File: src/rtl/fp_mul_pipe_pkg.sv
// ============================================================================
// Module   : fp_mul_pkg
// Purpose  : Shared types and helpers for the pipelined floating-point multiplier.
// Revision : 1.0 - initial release
// ============================================================================
`default_nettype none

package fp_mul_pkg;

    typedef enum logic [2:0] {
        RNE = 3'b000,
        RTZ = 3'b001,
        RDN = 3'b010,
        RUP = 3'b011,
        RMM = 3'b100
    } r_mode_e;

    typedef enum logic [1:0] {
        ZERO = 2'b00,
        NORM = 2'b01,
        INF  = 2'b10,
        NAN  = 2'b11
    } op_class_e;

    function automatic int bias(input int exp_w);
        return (1 << (exp_w - 1)) - 1;
    endfunction

    // Bit pattern of the canonical quiet NaN, right-aligned in 64 bits.
    function automatic logic [63:0] qnan_bits(input int exp_w, input int frc_w);
        logic [63:0] v;
        v = '0;
        for (int i = 0; i < 64; i++) begin
            if (i >= frc_w && i < frc_w + exp_w) v[i] = 1'b1;
        end
        v[frc_w-1] = 1'b1;
        return v;
    endfunction

    // Subnormals land in ZERO: they are flushed on input.
    function automatic op_class_e classify(input logic e_zero, input logic e_ones,
                                           input logic f_nz);
        if (e_zero)      return ZERO;
        else if (!e_ones) return NORM;
        else if (f_nz)   return NAN;
        else             return INF;
    endfunction

    function automatic r_mode_e decode_mode(input logic [2:0] m);
        case (m)
            3'b001:  return RTZ;
            3'b010:  return RDN;
            3'b011:  return RUP;
            3'b100:  return RMM;
            default: return RNE;
        endcase
    endfunction

endpackage

`default_nettype wire

File: src/rtl/fp_mul_pipe_if.sv
// ============================================================================
// Module   : fp_mul_pipe_if
// Purpose  : Operand/result handshake bundle for fp_mul_pipe.
// Revision : 1.0 - initial release
// ============================================================================
`default_nettype none

interface fp_mul_pipe_if #(
    parameter int EXP_W = 8,
    parameter int FRC_W = 23
);
    localparam int W = 1 + EXP_W + FRC_W;

    logic         in_valid;
    logic         in_ready;
    logic [W-1:0] fp_X;
    logic [W-1:0] fp_Y;
    logic [2:0]   r_mode;
    logic         out_valid;
    logic         out_ready;
    logic [W-1:0] fp_Z;
    logic         ovrf;
    logic         udrf;
    logic         inv;

    modport master (
        output in_valid, fp_X, fp_Y, r_mode, out_ready,
        input  in_ready, out_valid, fp_Z, ovrf, udrf, inv
    );

    modport slave (
        input  in_valid, fp_X, fp_Y, r_mode, out_ready,
        output in_ready, out_valid, fp_Z, ovrf, udrf, inv
    );
endinterface

`default_nettype wire

File: src/rtl/fp_mul_pipe_round.sv
// ============================================================================
// Module   : fp_mul_round
// Purpose  : Combinational five-mode rounder with overflow/underflow saturation.
// Revision : 1.0 - initial release
// ============================================================================
`default_nettype none

module fp_mul_round
    import fp_mul_pkg::*;
#(
    parameter int EXP_W = 8,
    parameter int FRC_W = 23
) (
    input  logic [FRC_W:0]          sig_i,
    input  logic                    g_i,
    input  logic                    r_i,
    input  logic                    s_i,
    input  logic                    sign_i,
    input  logic signed [EXP_W+1:0] exp_i,
    input  r_mode_e                 mode_i,
    output logic [FRC_W-1:0]        frac_o,
    output logic [EXP_W-1:0]        exp_o,
    output logic                    ovrf_o,
    output logic                    udrf_o
);
    localparam logic signed [EXP_W+1:0] ONE_E  = {{(EXP_W+1){1'b0}}, 1'b1};
    localparam logic signed [EXP_W+1:0] EMAX_E = {2'b00, {EXP_W{1'b1}}};
    localparam logic signed [EXP_W+1:0] ZERO_E = '0;

    logic                    inc;
    logic [FRC_W+1:0]        sum;
    logic [FRC_W-1:0]        frac_r;
    logic signed [EXP_W+1:0] exp_r;
    logic                    sat;

    always_comb begin
        case (mode_i)
            RNE:     inc = g_i & (r_i | s_i | sig_i[0]);
            RMM:     inc = g_i;
            RUP:     inc = !sign_i & (g_i | r_i | s_i);
            RDN:     inc = sign_i & (g_i | r_i | s_i);
            default: inc = 1'b0;
        endcase

        sum    = {1'b0, sig_i} + {{(FRC_W+1){1'b0}}, inc};
        frac_r = sum[FRC_W+1] ? sum[FRC_W:1] : sum[FRC_W-1:0];
        exp_r  = sum[FRC_W+1] ? exp_i + ONE_E : exp_i;

        ovrf_o = (exp_r >= EMAX_E);
        udrf_o = (exp_r <= ZERO_E);

        // Directed modes saturate to max finite when rounding toward zero magnitude.
        sat = (mode_i == RTZ) | ((mode_i == RUP) & sign_i) | ((mode_i == RDN) & !sign_i);

        if (ovrf_o) begin
            exp_o  = sat ? {{(EXP_W-1){1'b1}}, 1'b0} : {EXP_W{1'b1}};
            frac_o = sat ? {FRC_W{1'b1}} : {FRC_W{1'b0}};
        end else if (udrf_o) begin
            exp_o  = '0;
            frac_o = '0;
        end else begin
            exp_o  = exp_r[EXP_W-1:0];
            frac_o = frac_r;
        end
    end
endmodule

`default_nettype wire

File: src/rtl/fp_mul_pipe.sv
// ============================================================================
// Module   : fp_mul_pipe
// Purpose  : Pipelined IEEE-754-style multiplier with valid/ready backpressure.
// Revision : 1.0 - initial release
// ============================================================================
`default_nettype none

module fp_mul_pipe
    import fp_mul_pkg::*;
#(
    parameter int EXP_W = 8,
    parameter int FRC_W = 23
) (
    input  logic         clk,
    input  logic         rst,
    fp_mul_pipe_if.slave bus
);
    localparam int W      = 1 + EXP_W + FRC_W;
    localparam int PW     = 2 * (FRC_W + 1);
    localparam int BIAS_I = bias(EXP_W);
    localparam logic signed [EXP_W+1:0] BIAS_E = BIAS_I[EXP_W+1:0];
    localparam logic signed [EXP_W+1:0] ONE_E  = {{(EXP_W+1){1'b0}}, 1'b1};
    localparam logic [63:0]  QNAN_64 = qnan_bits(EXP_W, FRC_W);
    localparam logic [W-1:0] QNAN    = QNAN_64[W-1:0];

    // Operand capture rank
    logic v1_q, sign1_q, spec1_q, inv1_q;
    logic [EXP_W-1:0] ex1_q, ey1_q;
    logic [FRC_W-1:0] fx1_q, fy1_q;
    logic [W-1:0] sval1_q;
    r_mode_e mode1_q;
    // Product rank
    logic v2_q, sign2_q, spec2_q, inv2_q;
    logic [PW-1:0] prod2_q;
    logic signed [EXP_W+1:0] exp2_q;
    logic [W-1:0] sval2_q;
    r_mode_e mode2_q;
    // Normalise rank
    logic v3_q, sign3_q, spec3_q, inv3_q, g3_q, r3_q, s3_q;
    logic [FRC_W:0] sig3_q;
    logic signed [EXP_W+1:0] exp3_q;
    logic [W-1:0] sval3_q;
    r_mode_e mode3_q;
    // Output rank
    logic out_valid_q, ovrf_q, udrf_q, inv_q;
    logic [W-1:0] z_q;

    logic adv;
    assign adv          = !out_valid_q | bus.out_ready;
    assign bus.in_ready = adv;
    assign bus.out_valid = out_valid_q;
    assign bus.fp_Z     = z_q;
    assign bus.ovrf     = ovrf_q;
    assign bus.udrf     = udrf_q;
    assign bus.inv      = inv_q;

    logic [EXP_W-1:0] ex, ey;
    logic [FRC_W-1:0] fx, fy;
    op_class_e cx, cy;
    assign ex = bus.fp_X[W-2:FRC_W];
    assign ey = bus.fp_Y[W-2:FRC_W];
    assign fx = bus.fp_X[FRC_W-1:0];
    assign fy = bus.fp_Y[FRC_W-1:0];
    assign cx = classify(ex == '0, &ex, |fx);
    assign cy = classify(ey == '0, &ey, |fy);

    logic sign_d, spec_d, inv_d;
    logic [W-1:0] sval_d;
    always_comb begin
        sign_d = bus.fp_X[W-1] ^ bus.fp_Y[W-1];
        spec_d = 1'b1;
        inv_d  = 1'b0;
        sval_d = '0;
        if (cx == NAN || cy == NAN) begin
            sval_d = QNAN;
        end else if ((cx == INF && cy == ZERO) || (cx == ZERO && cy == INF)) begin
            sval_d = QNAN;
            inv_d  = 1'b1;
        end else if (cx == INF || cy == INF) begin
            sval_d = {sign_d, {EXP_W{1'b1}}, {FRC_W{1'b0}}};
        end else if (cx == ZERO || cy == ZERO) begin
            sval_d = {sign_d, {(W-1){1'b0}}};
        end else begin
            spec_d = 1'b0;
        end
    end

    logic [PW-1:0] prod_d;
    logic signed [EXP_W+1:0] esum_d;
    assign prod_d = PW'({1'b1, fx1_q}) * PW'({1'b1, fy1_q});
    assign esum_d = $signed({2'b00, ex1_q}) + $signed({2'b00, ey1_q}) - BIAS_E;

    // Pre-shift so the hidden bit always sits at the MSB; sticky spans the full width.
    logic [PW-1:0] pn;
    logic [FRC_W:0] sig_d;
    logic g_d, r_d, s_d;
    logic signed [EXP_W+1:0] exp3_d;
    assign pn     = prod2_q[PW-1] ? prod2_q : (prod2_q << 1);
    assign sig_d  = pn[PW-1 -: FRC_W+1];
    assign g_d    = pn[PW-FRC_W-2];
    assign r_d    = pn[PW-FRC_W-3];
    assign s_d    = |pn[PW-FRC_W-4:0];
    assign exp3_d = prod2_q[PW-1] ? exp2_q + ONE_E : exp2_q;

    logic [FRC_W-1:0] frac_r;
    logic [EXP_W-1:0] exp_r;
    logic ovrf_r, udrf_r;

    fp_mul_round #(.EXP_W(EXP_W), .FRC_W(FRC_W)) u_round (
        .sig_i  (sig3_q),
        .g_i    (g3_q),
        .r_i    (r3_q),
        .s_i    (s3_q),
        .sign_i (sign3_q),
        .exp_i  (exp3_q),
        .mode_i (mode3_q),
        .frac_o (frac_r),
        .exp_o  (exp_r),
        .ovrf_o (ovrf_r),
        .udrf_o (udrf_r)
    );

    logic [W-1:0] z_d;
    assign z_d = !v3_q ? '0 : (spec3_q ? sval3_q : {sign3_q, exp_r, frac_r});

    always_ff @(posedge clk) begin
        if (rst) begin
            v1_q        <= 1'b0;
            v2_q        <= 1'b0;
            v3_q        <= 1'b0;
            out_valid_q <= 1'b0;
            z_q         <= '0;
            ovrf_q      <= 1'b0;
            udrf_q      <= 1'b0;
            inv_q       <= 1'b0;
        end else if (adv) begin
            v1_q    <= bus.in_valid;
            sign1_q <= sign_d;
            spec1_q <= spec_d;
            inv1_q  <= inv_d;
            sval1_q <= sval_d;
            ex1_q   <= ex;
            ey1_q   <= ey;
            fx1_q   <= fx;
            fy1_q   <= fy;
            mode1_q <= decode_mode(bus.r_mode);

            v2_q    <= v1_q;
            sign2_q <= sign1_q;
            spec2_q <= spec1_q;
            inv2_q  <= inv1_q;
            sval2_q <= sval1_q;
            prod2_q <= prod_d;
            exp2_q  <= esum_d;
            mode2_q <= mode1_q;

            v3_q    <= v2_q;
            sign3_q <= sign2_q;
            spec3_q <= spec2_q;
            inv3_q  <= inv2_q;
            sval3_q <= sval2_q;
            sig3_q  <= sig_d;
            g3_q    <= g_d;
            r3_q    <= r_d;
            s3_q    <= s_d;
            exp3_q  <= exp3_d;
            mode3_q <= mode2_q;

            out_valid_q <= v3_q;
            z_q         <= z_d;
            ovrf_q      <= v3_q & !spec3_q & ovrf_r;
            udrf_q      <= v3_q & !spec3_q & udrf_r;
            inv_q       <= v3_q & spec3_q & inv3_q;
        end
    end
endmodule

`default_nettype wire

File: src/flat_wrapper.sv
// flat-port wrapper written by rule: the top's interface ports become plain ports
module fp_mul_pipe_flat import fp_mul_pkg::*;
#(
    parameter int EXP_W = 8,
    parameter int FRC_W = 23
)
  (clk, rst, bus_in_valid, bus_fp_X, bus_fp_Y, bus_r_mode, bus_out_ready, bus_in_ready, bus_out_valid, bus_fp_Z, bus_ovrf, bus_udrf, bus_inv);
  fp_mul_pipe_if #(.EXP_W(EXP_W), .FRC_W(FRC_W)) bus_i ();
  input  logic clk;
  input  logic rst;
  input wire logic [$bits(bus_i.in_valid)-1:0] bus_in_valid;
  input wire logic [$bits(bus_i.fp_X)-1:0] bus_fp_X;
  input wire logic [$bits(bus_i.fp_Y)-1:0] bus_fp_Y;
  input wire logic [$bits(bus_i.r_mode)-1:0] bus_r_mode;
  input wire logic [$bits(bus_i.out_ready)-1:0] bus_out_ready;
  output wire logic [$bits(bus_i.in_ready)-1:0] bus_in_ready;
  output wire logic [$bits(bus_i.out_valid)-1:0] bus_out_valid;
  output wire logic [$bits(bus_i.fp_Z)-1:0] bus_fp_Z;
  output wire logic [$bits(bus_i.ovrf)-1:0] bus_ovrf;
  output wire logic [$bits(bus_i.udrf)-1:0] bus_udrf;
  output wire logic [$bits(bus_i.inv)-1:0] bus_inv;
  assign bus_i.in_valid = bus_in_valid;
  assign bus_i.fp_X = bus_fp_X;
  assign bus_i.fp_Y = bus_fp_Y;
  assign bus_i.r_mode = bus_r_mode;
  assign bus_i.out_ready = bus_out_ready;
  assign bus_in_ready = bus_i.in_ready;
  assign bus_out_valid = bus_i.out_valid;
  assign bus_fp_Z = bus_i.fp_Z;
  assign bus_ovrf = bus_i.ovrf;
  assign bus_udrf = bus_i.udrf;
  assign bus_inv = bus_i.inv;
  fp_mul_pipe #(.EXP_W(EXP_W), .FRC_W(FRC_W)) u_core (.clk(clk), .rst(rst), .bus(bus_i));
endmodule
File: config.mk
export PLATFORM = sky130hd
export DESIGN_NAME = fp_mul_pipe_flat
export DESIGN_NICKNAME = d
export VERILOG_FILES = /design/src/rtl/fp_mul_pipe_pkg.sv /design/src/rtl/fp_mul_pipe_if.sv /design/src/rtl/fp_mul_pipe_round.sv /design/src/rtl/fp_mul_pipe.sv /design/src/flat_wrapper.sv
export SDC_FILE = /design/constraint.sdc
export NUM_CORES = 2
export LEC_CHECK = 0
export ABC_CLOCK_PERIOD_IN_PS = 14240
export CORE_UTILIZATION = 45
export DETAILED_ROUTE_END_ITERATION = 16
export PLACE_DENSITY = 0.66
export SYNTH_ARGS = -nofsm -noshare
export SYNTH_HDL_FRONTEND = slang
export SYNTH_HIERARCHICAL = 1
export SYNTH_SLANG_ARGS = --single-unit
File: constraint.sdc
create_clock -name clk -period 14.24 [get_ports clk]
set_input_delay 2.848 -clock clk [delete_from_list [all_inputs] [get_ports clk]]
set_output_delay 2.848 -clock clk [all_outputs]
set_load 0.005 [all_outputs]
# After elaboration in Yosys (flattened, before gate mapping)

Cells that the tools add are included.

Flip-flop bits (word level): 310
Bits of input ports: 71
Output and inout port bits: 37
Word-level logic and storage cells: 121

$add $sub $neg: 5
$mul: 1
Magnitude comparators: 2
Equality and inequality tests: 12
Mux-type cells: 24
Bitwise gates (word level): 19
Reductions and logical operators: 22

Operator list:

| kind                  | number |
|---|---|
| $mux 32               | 4 |
| $mux 23               | 4 |
| $mul 24x24->48        | 1 |
| $mux 47               | 1 |
| $reduce_or 23->1      | 2 |
| $add 24x1->25         | 1 |
| $reduce_or 22->1      | 1 |
| $add 10x2->10 const B | 2 |
| $mux 10               | 2 |
| $logic_not 8->1       | 2 |
| $mux 8                | 2 |
| $reduce_and 8->1      | 2 |
| $eq 3x2->1 const B    | 4 |
| $pmux 3 s4            | 1 |
| $and 1x1->1           | 10 |
| $ge 10x9->1 const B   | 1 |
| $le 10x1->1 const B   | 1 |
| $sub 10x8->10 const B | 1 |
| $add 8x8->9           | 1 |
| $eq 2x2->1 const B    | 4 |
| $mux 2                | 4 |
| $or 1x1->1            | 7 |
| $eq 3x1->1 const B    | 2 |
| $eq 3x3->1 const B    | 2 |
| other kinds (12)      | 23 |

# Logic depth before layout (Yosys ltp)

Word-level depth: 11
Depth in mapped cells: 26
Depth with buffers taken out: 24

# Hierarchy

Netlist, hierarchy kept.

By module, submodules not included:

| module       | times used | cells each | area an instance (um^2) | seq. area each (um^2) |
|---|---|---|---|---|
| fp_mul_pipe  | 1          | 2,608      | 26,818.2                | 6,306.0 |
| fp_mul_round | 1          | 195        | 1,295.0                 | 0.0 |

# Least setup slack after synthesis

OpenSTA, ideal clock, no wires.

Kind: input to register
Start: input port bus_out_ready
End: register u_core.ex1_q[0], enable pin
Library setup time: 0.732 ns
Arrival: 10.909 ns
Path slack: 2.599 ns
Stages on the path: 4
Path buffers: 2
Cells stage by stage: nor2b_1 -> clkbuf_1 -> buf_1 -> nor2_1

Cells in the longest elaborated chain, start to end: 2

Ends and longest elaborated chain:

| element                           | line               | RTL |
|---|---|---|
| from (decl)                       | flat_wrapper.sv:15 | `input wire logic [$bits(bus_i.out_ready)-1:0] bus_out_ready;` |
| $or 1x1->1                        | fp_mul_pipe.sv:49  | `assign adv = !out_valid_q \| bus.out_ready;` |
| $reduce_and 2->1 (no source line) | --                 |  |
| to (signal assigned)              | fp_mul_pipe.sv:142 | `ex1_q <= ex;` |
| to (decl)                         | fp_mul_pipe.sv:28  | `logic [EXP_W-1:0] ex1_q, ey1_q;` |

Every way passes these cells.
A chain may end at the register's enable or synchronous reset.

# Final worst setup path

Start: register u_core.fy1_q[12]
End: register u_core.prod2_q[44], data pin

Cells in the longest elaborated chain, start to end: 1

Ends and longest elaborated chain:

| element                | line               | RTL |
|---|---|---|
| from (decl)            | fp_mul_pipe.sv:29  | `logic [FRC_W-1:0] fx1_q, fy1_q;` |
| from (signal assigned) | fp_mul_pipe.sv:145 | `fy1_q <= fy;` |
| $mul 24x24->48         | fp_mul_pipe.sv:90  | `assign prod_d = PW'({1'b1, fx1_q}) * PW'({1'b1, fy1_q});` |
| via u_core.prod_d[44]  | fp_mul_pipe.sv:88  | `logic [PW-1:0] prod_d;` |
| to (signal assigned)   | fp_mul_pipe.sv:153 | `prod2_q <= prod_d;` |
| to (decl)              | fp_mul_pipe.sv:34  | `logic [PW-1:0] prod2_q;` |

The timed path passes the listed nets, and every way through them passes these cells.

==> results.json <==
{
  "status": "finished, final reports clean",
  "dp_hpwl_um": 56200,
  "std_cell_rows": 91,
  "synthTopCellsByArea": "fa_1 (34%), edfxtp_1 (20%), ha_1 (8.6%), inv_1 (7.9%), and2_1 (5.8%)",
  "crit_top_cell": "fa_1",
  "wl_met2_um": 34100,
  "top_layer": "met4",
  "finalCriticalPeriod_ns": 8.16,
  "synth_nets": 3550,
  "syn_area_per_cell_um2": 10.0,
  "crit_required_ns": 14.56,
  "rrSetupSlack_ns": 6.08,
  "synth_top_cell_area_share_pct": 34.4,
  "ys_ff_latch": 223,
  "synthFlopType": "edfxtp_1",
  "synth_most_common_cell": "inv_1",
  "ios": 108,
  "cts-resized-gates": 0,
  "max_stage_delay_ns": 1.01,
  "grt_antenna_before_repair": 0,
  "cpLargestDelayFamily": "adder cells",
  "cap_violations": 0,
  "r2r_cells": 21,
  "cts_hold_buffers": 0,
  "fmax_mhz": 123,
  "post-route-period-util_pct": 57.3,
  "rr_startpoint": "u_core/fy1_q[12]",
  "die_x_um": 252,
  "setup_tns_ns": 0,
  "grt_max_degree": 185,
  "cts_buffers": 27,
  "crit_buf_inv": 5,
  "core_area_um2": 61700,
  "overflow": 0,
  "clk_pin_slew_ns": 0.06,
  "hold_end": "u_core/sval3_q[22]",
  "crit_arrival_ns": 8.48,
  "syn_inst": 2803,
  "finalSetupViolations": 0,
  "htreeDepth": 1,
  "synth_edf_count": 184,
  "worstMarginPinSlew_ns": 1.20,
  "synthTopCellsByCount": "inv_1 (588), fa_1 (483), nand2_1 (304)",
  "cts.sinks": 223,
  "worstHoldStart": "u_core/sval2_q[22]",
  "cts_tree": "yes",
  "r2r-end": "u_core/prod2_q[44]",
  "area_growth_pct": 9.50,
  "grt_pass1_wl_um": 116000,
  "drt-pass1-iter-count": 5,
  "slew_headroom_pct": 20.3,
  "holdPathStages": 0,
  "slowest_stage": "edfxtp_1",
  "start_util_pct": 45.6,
  "synth_top_cell_by_area": "fa_1",
  "crit_type": "reg -> reg",
  "cp_max_fo": 19,
  "ys_warn_count": 6,
  "grt_usage_pct": 23.8,
  "hold_class": "reg -> reg",
  "cp_cell_sequence": "inv_1, nor2_1, fa_1, inv_1, fa_1, fa_1, fa_1, inv_1, fa_1, fa_1, inv_1, fa_1, inv_1, ha_1, and3_1, nand2_1, a2111oi_0, o21ai_0, a31oi_1, mux2i_1, nor2_1",
  "slew_viol_final": 0,
  "ys_types": 78,
  "met3_length_um": 5070,
  "routed_via_density": 5.29,
  "ys_seq_area_share_pct": 22.4,
  "dieArea_um2": 63500,
  "routed_wirelength_um": 73200,
  "rsz0062_at_grt": "false",
  "io_buffer_count": 107,
  "drive_above_1_share_pct": 4.26,
  "route.detailed.drc": 0,
  "hold_viol": 0,
  "critical_path.endpoint_type": "flop",
  "num_antenna_cells": 0,
  "wl_met1_um": 30800,
  "vias": 19600,
  "die_h_um": 252,
  "netlist_area_um2": 28100,
  "drtIter0Drc": 1421,
  "clock_path_buffers": 3,
  "postCtsSetupRepairBufs": 0,
  "fin_nets": 3588,
  "gp_congestion": 0.924,
  "root_buffer": "clkbuf_16",
  "clk_latency_ns": 0.59,
  "critical_path.startpoint_type": "flop",
  "async_reset_ff_share_pct": 0,
  "antenna_left": 0,
  "finClkSkew_ns": 0.0282,
  "grt_pass1_vias": 21000,
  "wl_per_cell_um": 19.8
}
registers in the layout, indices dropped and copies added, names as in the netlist, 3 cells and up:
| signal | flops |
|---|---|
| u_core/mode1_q | 3 |
| u_core/exp3_q | 10 |
| u_core/ex1_q | 8 |
| u_core/sval3_q | 3 |
| u_core/ey1_q | 8 |
| u_core/sig3_q | 24 |
| u_core/prod2_q | 48 |
| u_core/mode3_q | 3 |
| u_core/mode2_q | 3 |
| u_core/fx1_q | 23 |
| u_core/exp2_q | 10 |
| u_core/sval2_q | 3 |
| u_core/sval1_q | 3 |
| u_core/fy1_q | 23 |
| u_core/bus.fp_Z | 32 |
worst reg2reg max path, delay by kind of cell (launching register included):
kind                     cells  cell delay (ns)
flip-flops                   1             1.01
AO/OA/AOI/OAI                3             1.46
adder cells (fa/ha/maj)      8             3.74
buffers and inverters        5             0.74
AND/OR/NAND/NOR              4             0.74
multiplexers                 1             0.22
area by class of cell:
cell class / instances / area [um^2]
Fill cell: 5695 / 30900
Multi-Input combinational cell: 1863 / 19100
Sequential cell: 223 / 6310
Inverter: 591 / 2220
Timing Repair Buffer: 135 / 1290
Tap cell: 837 / 1050
Clock buffer: 30 / 687
Clock inverter: 19 / 156
metrics by stage:
stage / area [um^2] / hold WS, ns / util [%] / setup WS, ns / cells
final: 30800 / 0.418 / 49.9 / 6.08 / 3698
after global placement: 29900 / 0.405 / 48.5 / 6.30 / 3649
after global routing: 30800 / 0.421 / 49.9 / 5.86 / 3698
after floorplan: 28100 / 0.400 / - / 2.60 / 2803
after CTS: 30800 / 0.419 / 49.9 / 6.18 / 3698
after detailed placement: 29900 / 0.405 / 48.5 / 6.21 / 3649
cells in the final DEF, fill, tap and decap left out, drive strengths merged, types with 39 or more instances in the layout:
cell type / instances
edfxtp: 184
inv: 592
xnor2: 49
a21oi: 57
and2: 262
ha: 193
nor2: 100
nand2: 304
fa: 483
clkdlybuf4s50: 107
o21ai: 54
dfxtp: 39
routing by layer:
metal | up-vias | GRT usage (%)
met4 | 0 | 9.63
met3 | 161 | 3.69
met1 | 9846 | 31.4
li1 | 8818 | -
met5 | - | 0
met2 | 750 | 39.2
cells by family after synthesis:
group / share of synthesized area (%)
AOI/OAI and AO/OA: 6.19
and+or+nand+nor: 14.6
buffers and inverters: 9.76
adders and majority gates: 43.0
xor gates and xnor gates: 2.62
muxes: 1.38
DFF: 22.4
worst max-delay path by stage:
stage / start / end / slack [ns] / cells past startpoint
2_1_floorplan: bus_out_ready / u_core/ex1_q[0] / 2.60 / 4
3_3_place_gp: u_core/fy1_q[12] / u_core/prod2_q[44] / 6.30 / 21
5_1_grt: u_core/fy1_q[12] / u_core/prod2_q[41] / 5.86 / 22
3_5_place_dp: u_core/fy1_q[12] / u_core/prod2_q[44] / 6.21 / 21
4_1_cts: u_core/fy1_q[12] / u_core/prod2_q[44] / 6.18 / 23
6_report: u_core/fy1_q[12] / u_core/prod2_q[44] / 6.08 / 21
Power is not shown: default switching activity piles up to over one toggle a cycle in this logic, so the estimate is an artifact.
